### src/rtl/tx_arbiter.sv
// -----------------------------------------------------------------------------
// tx_arbiter
//
// Round-robin arbiter that shares one UART transmitter among N_REQ byte
// producers. One requester is granted at a time: its byte is latched, the UART
// tx_start/tx_done handshake is driven, and the owner receives a one-cycle ack
// once the byte has gone out.
//
// Optional feature macro: TX_ARB_TIMEOUT_EN
//   defined   : an NB_TIMEOUT-bit watchdog aborts SEND after 2^NB_TIMEOUT
//               cycles without a tx_done rising edge (o_timeout pulses).
//   undefined : no watchdog; SEND waits indefinitely, o_timeout is tied to 0.
//
// Ports
//   i_clk       in   clock, rising edge
//   i_rst       in   asynchronous reset, active low
//   i_req       in   [N_REQ]          request levels, one per requester
//   i_data      in   [N_REQ*NB_BITS]  packed bytes, requester k at [k*NB_BITS +: NB_BITS]
//   o_grant     out  [N_REQ]          one-hot current owner, zero when idle
//   o_ack       out  [N_REQ]          one-cycle pulse to the owner at transfer end
//   o_data      out  [NB_BITS]        latched byte for the UART transmitter
//   o_tx_start  out  1                start level, held until a tx_done rising edge
//   i_tx_done   in   1                completion from the UART transmitter
//   o_busy      out  1                high whenever the arbiter is not idle
//   o_timeout   out  1                one-cycle pulse on watchdog abort
// -----------------------------------------------------------------------------
module tx_arbiter #(
  parameter int NB_BITS    = 8,
  parameter int N_REQ      = 4,
  parameter int NB_TIMEOUT = 16
) (
  input  logic                     i_clk,
  input  logic                     i_rst,
  input  logic [N_REQ-1:0]         i_req,
  input  logic [N_REQ*NB_BITS-1:0] i_data,
  output logic [N_REQ-1:0]         o_grant,
  output logic [N_REQ-1:0]         o_ack,
  output logic [NB_BITS-1:0]       o_data,
  output logic                     o_tx_start,
  input  logic                     i_tx_done,
  output logic                     o_busy,
  output logic                     o_timeout
);

  localparam int IDX_W = (N_REQ > 1) ? $clog2(N_REQ) : 1;
  localparam int CW    = IDX_W + 1;  // one extra bit so last+i cannot overflow

  typedef enum logic [1:0] {
    ST_IDLE,
    ST_LOAD,
    ST_SEND,
    ST_DONE
  } state_t;

  state_t             state_reg, state_next;
  logic [N_REQ-1:0]   grant_reg, grant_next;
  logic [N_REQ-1:0]   ack_reg, ack_next;
  logic [NB_BITS-1:0] data_reg, data_next;
  logic               tx_start_reg, tx_start_next;
  logic               busy_reg, busy_next;
  logic [IDX_W-1:0]   last_reg, last_next;
  logic [IDX_W-1:0]   owner_reg, owner_next;
  logic               tx_done_prev_reg;

`ifdef TX_ARB_TIMEOUT_EN
  logic [NB_TIMEOUT-1:0] wdog_cnt_reg, wdog_cnt_next;
  logic                  timeout_reg, timeout_next;
`endif

  // Unpack the requester bytes so the selected one can be indexed directly.
  logic [NB_BITS-1:0] req_bytes [N_REQ];

  genvar gi;
  generate
    for (gi = 0; gi < N_REQ; gi++) begin : g_unpack
      assign req_bytes[gi] = i_data[gi*NB_BITS +: NB_BITS];
    end
  endgenerate

  // Only a low-to-high transition of tx_done counts; a level that is already
  // high when SEND is entered must fall and rise again.
  logic tx_done_rise;
  assign tx_done_rise = i_tx_done & ~tx_done_prev_reg;

  // Round-robin pick: first asserted request searching from last+1 upward,
  // wrapping modulo N_REQ.
  logic [CW-1:0]    cand;
  logic             sel_found;
  logic [IDX_W-1:0] sel_idx;

  always_comb begin
    cand      = '0;
    sel_found = 1'b0;
    sel_idx   = '0;
    for (int i = 1; i <= N_REQ; i++) begin
      cand = {1'b0, last_reg} + CW'(i);
      if (cand >= CW'(N_REQ)) begin
        cand = cand - CW'(N_REQ);
      end
      if (!sel_found && i_req[cand[IDX_W-1:0]]) begin
        sel_found = 1'b1;
        sel_idx   = cand[IDX_W-1:0];
      end
    end
  end

  // Next-state and next-output logic; every output is registered.
  always_comb begin
    state_next    = state_reg;
    grant_next    = grant_reg;
    ack_next      = '0;
    data_next     = data_reg;
    tx_start_next = tx_start_reg;
    last_next     = last_reg;
    owner_next    = owner_reg;
`ifdef TX_ARB_TIMEOUT_EN
    wdog_cnt_next = wdog_cnt_reg;
    timeout_next  = 1'b0;
`endif

    case (state_reg)
      ST_IDLE: begin
        if (sel_found) begin
          grant_next = N_REQ'(1) << sel_idx;
          owner_next = sel_idx;
          data_next  = req_bytes[sel_idx];
          state_next = ST_LOAD;
        end
      end
      ST_LOAD: begin
        tx_start_next = 1'b1;
`ifdef TX_ARB_TIMEOUT_EN
        wdog_cnt_next = '0;
`endif
        state_next    = ST_SEND;
      end
      ST_SEND: begin
        // A real completion takes priority over a watchdog terminal count
        // arriving in the same cycle.
        if (tx_done_rise) begin
          tx_start_next = 1'b0;
          ack_next      = grant_reg;
          state_next    = ST_DONE;
        end
`ifdef TX_ARB_TIMEOUT_EN
        else if (&wdog_cnt_reg) begin
          tx_start_next = 1'b0;
          ack_next      = grant_reg;
          timeout_next  = 1'b1;
          state_next    = ST_DONE;
        end else begin
          wdog_cnt_next = wdog_cnt_reg + 1'b1;
        end
`endif
      end
      ST_DONE: begin
        grant_next = '0;
        last_next  = owner_reg;
        state_next = ST_IDLE;
      end
      default: begin
        state_next = ST_IDLE;
      end
    endcase

    busy_next = (state_next != ST_IDLE);
  end

  always_ff @(posedge i_clk or negedge i_rst) begin
    if (!i_rst) begin
      state_reg        <= ST_IDLE;
      grant_reg        <= '0;
      ack_reg          <= '0;
      data_reg         <= '0;
      tx_start_reg     <= 1'b0;
      busy_reg         <= 1'b0;
      last_reg         <= IDX_W'(N_REQ - 1);
      owner_reg        <= '0;
      tx_done_prev_reg <= 1'b0;
`ifdef TX_ARB_TIMEOUT_EN
      wdog_cnt_reg     <= '0;
      timeout_reg      <= 1'b0;
`endif
    end else begin
      state_reg        <= state_next;
      grant_reg        <= grant_next;
      ack_reg          <= ack_next;
      data_reg         <= data_next;
      tx_start_reg     <= tx_start_next;
      busy_reg         <= busy_next;
      last_reg         <= last_next;
      owner_reg        <= owner_next;
      tx_done_prev_reg <= i_tx_done;
`ifdef TX_ARB_TIMEOUT_EN
      wdog_cnt_reg     <= wdog_cnt_next;
      timeout_reg      <= timeout_next;
`endif
    end
  end

  assign o_grant    = grant_reg;
  assign o_ack      = ack_reg;
  assign o_data     = data_reg;
  assign o_tx_start = tx_start_reg;
  assign o_busy     = busy_reg;
`ifdef TX_ARB_TIMEOUT_EN
  assign o_timeout  = timeout_reg;
`else
  assign o_timeout  = 1'b0;
`endif

endmodule

### config.mk
export PLATFORM = sky130hd
export DESIGN_NAME = tx_arbiter
export DESIGN_NICKNAME = d
export VERILOG_FILES = /design/src/rtl/tx_arbiter.sv
export SDC_FILE = /design/constraint.sdc
export NUM_CORES = 1
export LEC_CHECK = 0
export ABC_AREA = 1
export CAP_MARGIN = 20
export CORE_AREA = 4 4 63 65
export DETAILED_ROUTE_END_ITERATION = 6
export DIE_AREA = 0 0 67 69
export PLACE_DENSITY = 0.83
export SLEW_MARGIN = 25
export SYNTH_ARGS = -nofsm -noshare
export SYNTH_HDL_FRONTEND = slang
export SYNTH_SLANG_ARGS = --single-unit
### constraint.sdc
create_clock -name i_clk -period 4.1 [get_ports i_clk]
set_clock_uncertainty 0.2 [all_clocks]
set_input_delay 0.82 -clock i_clk [delete_from_list [all_inputs] [get_ports i_clk]]
set_output_delay 0.82 -clock i_clk [all_outputs]
set_load 0.05 [all_outputs]
==> flow_summary.ini <==
[outcome]
outcome = completed

[job]
maxCapViolations = 0

[final_layout]
drive_above_1_share_pct = 11.79
final_cells = 326
fillCellCount = 314
diodes = 0
regArea_um2 = 628.1
largest_register_ffs = 8
multi_input_comb_area_um2 = 830.8
nNetsFinal = 324
area.growth.synth_to_final_pct = 36.64

[clock_tree]
cts.sinks = 25
numCtsBuffers = 3
post_cts_buffers = 0
cts_resized = 0
htree_levels = 1
cts.clk_slew.worst_paths_ns = 0.14
clk_path_buf_depth = 2
root_buffer = clkbuf_4
clk_latency_ns = 0.33
postCtsHoldBufs = 0
cts_tree = done

[yosys]
synth_xor_area_share_pct = 0
syn_avg_cell_area_um2 = 6.934
ys_seq_area_share_pct = 39.56
synth_area_leaders = dfrtp_1 36%, nand2_1 25%, nand2_2 7.1%
synth_warnings = 0
synth_nets = 272
syn_inst = 229
synth_seq_cells = 25
synth-compound-area-share_pct = 5.122
yosys.area.top_type_share_pct = 36.25
synth_fa_ha_area_share_pct = 3.152
synthMuxAreaShare_pct = 0
synth_top_family_by_area = simple AND/OR/NAND/NOR gates
yosysTopAreaCell = dfrtp_1
netlist_area_um2 = 1588
ys_types = 26
synthSimpleGateAreaFrac_pct = 43.81

[timing]
slew_headroom_pct = 64.76
post-route-period-util_pct = 67.43
fmax_mhz = 361.7
tns_ns = 0
maxSlewViolCount = 0
hold_violations = 0
fin_crit_ns = 2.764
worst_pin_slew_ns = 0.5285
rsz0062_at_grt = no
setup_viol = 0

[detailed_routing]
drt-initial-drc-count = 71
routed.top_layer = met4
dr.pass1.iters = 4
routed-wl-met3_um = 238
met1_length_um = 1678
dr_wl_met2_um = 1766
vias_per_cell = 4.678
drc = 0
via_count = 1525
wl_um = 3698
antenna_left = 0
routedWlPerCell_um = 11.34

[setup_path]
critical_path_required_ns = 4.12
criticalPathCategory = in -> reg
crit_arrival_ns = 2.79
worst-path-max-fanout = 20
end_kind = flop
start_kind = input port

[die]
die_w_um = 67
die_area_um2 = 4623
row_count = 21
fp.dieH_um = 69
core_area_um2 = 3337
io_pins = 58
initial_core_util_pct = 47.58

[global_route]
grt_antenna_before_repair = 0
grt_first_pass_wirelength_um = 6368
grt_pass1_vias = 1448
grt_max_degree = 26
grt.total_usage_pct = 17.07
overflow = 0

[place]
gp_congestion = 0.8505
dpl.cell_count = 322
io_buffers = 56
hpwl_um = 2924

[power]
p_leak_nw = 1.095
ir_drop_mv = 0.5021
total_power_w = 0.001776
p_per_area_nw_per_um2 = 818.7

[min_path]
min_path_type = in -> async
worst max-delay path, cell delays in order:
cell	delay (ns)
clkdlybuf4s50_1	0.48
inv_1	0.04
nand2_1	0.07
nand2_1	0.07
o21ai_1	0.24
nand3_2	0.14
nand2_4	0.18
nand2_2	0.30
nand2_1	0.14
nand2_1	0.07
nand2_1	0.06
nand2_1	0.05
nand2_1	0.07
nand2_1	0.05
cell usage in the layout, fill, tap and decap left out, drive strengths merged:
master	netlist	layout
o21ai	8	8
conb	1	1
nand3	20	20
o22ai	4	4
inv	18	18
buf	8	1
clkdlybuf4s50	0	55
o211ai	1	1
dfstp	2	2
clkbuf	1	3
nand2	126	126
a21oi	1	1
nand4	1	1
or2	1	1
dfrtp	23	23
nand3b	2	2
ha	4	4
clkinvlp	0	1
nor2	8	8
power breakdown:
part | internal (W) | switching, W | leakage, nW
registers | 0.000341 | 0.0000629 | 0.313
logic | 0.000406 | 0.000853 | 0.768
clock network | 0.0000374 | 0.0000755 | 0.0139
total | 0.000784 | 0.000992 | 1.10
Yosys cell counts:
master and number:
ha_1 4, inv_2 3, o22ai_1 4, nand2_4 1
a21oi_2 1, nand3b_1 2, nand2_2 18, or2_2 1
nand3_1 19, o211ai_1 1, clkbuf_2 1, dfstp_2 2
dfrtp_1 23, o21ai_0 7, conb_1 1, nor2_4 1
buf_1 1, nand2_1 107, o21ai_1 1, buf_2 3
inv_1 15, nand4_1 1, buf_6 2, nand3_2 1
buf_4 2, nor2_1 7
path summary, 6_finish.rpt:
kind	start	to	slack [ns]	depth (start not counted)
max in group asynchronous	i_rst	o_tx_start$_DFFE_PN0P_	3.09	1
max reg2reg	last_reg[0]$_DFFE_PN1P_	o_data[7]$_DFFE_PN0P_	1.58	15
max	i_req[0]	o_data[7]$_DFFE_PN0P_	1.34	14
min in group i_clk	o_data[6]$_DFFE_PN0P_	o_data[6]$_DFFE_PN0P_	0.31	2
min	i_rst	o_data[3]$_DFFE_PN0P_	0.24	1
min reg2reg	o_data[6]$_DFFE_PN0P_	o_data[6]$_DFFE_PN0P_	0.31	2
per-layer routing:
metal / track usage (%) / vias up
met1: 23.02 / 671
met4: 2.703 / 0
met2: 27.40 / 45
met5: 0 / -
met3: 4.870 / 2
li1: - / 807
layout make-up:
class / count / area share (%)
Clock inverter: 1 / 0.3460
Timing Repair Buffer: 56 / 25.61
Tap cell: 46 / 2.653
Inverter: 18 / 3.114
Sequential cell: 25 / 28.95
Multi-Input combinational cell: 177 / 38.29
Clock buffer: 3 / 1.038
stage by stage:
step	hold WS (ns)	utilization (%)	worst slack, ns	cell area, µm²
2_1_floorplan	0.2534	-	1.913	1588
3_3_place_gp	0.2679	64.27	1.015	2145
3_5_place_dp	0.2667	64.12	0.9899	2140
4_1_cts	0.2586	65.02	1.345	2170
5_1_grt	0.2698	65.02	1.061	2170
6_report	0.2411	65.02	1.336	2170
logic make-up after synthesis:
group / after synthesis
buffers and inverters: 27
adder cells (fa/ha/maj): 4
AO/OA/AOI/OAI: 14
other: 1
AND/OR/NAND/NOR: 158
flip-flops: 25
(Power assumes the default switching activity.)
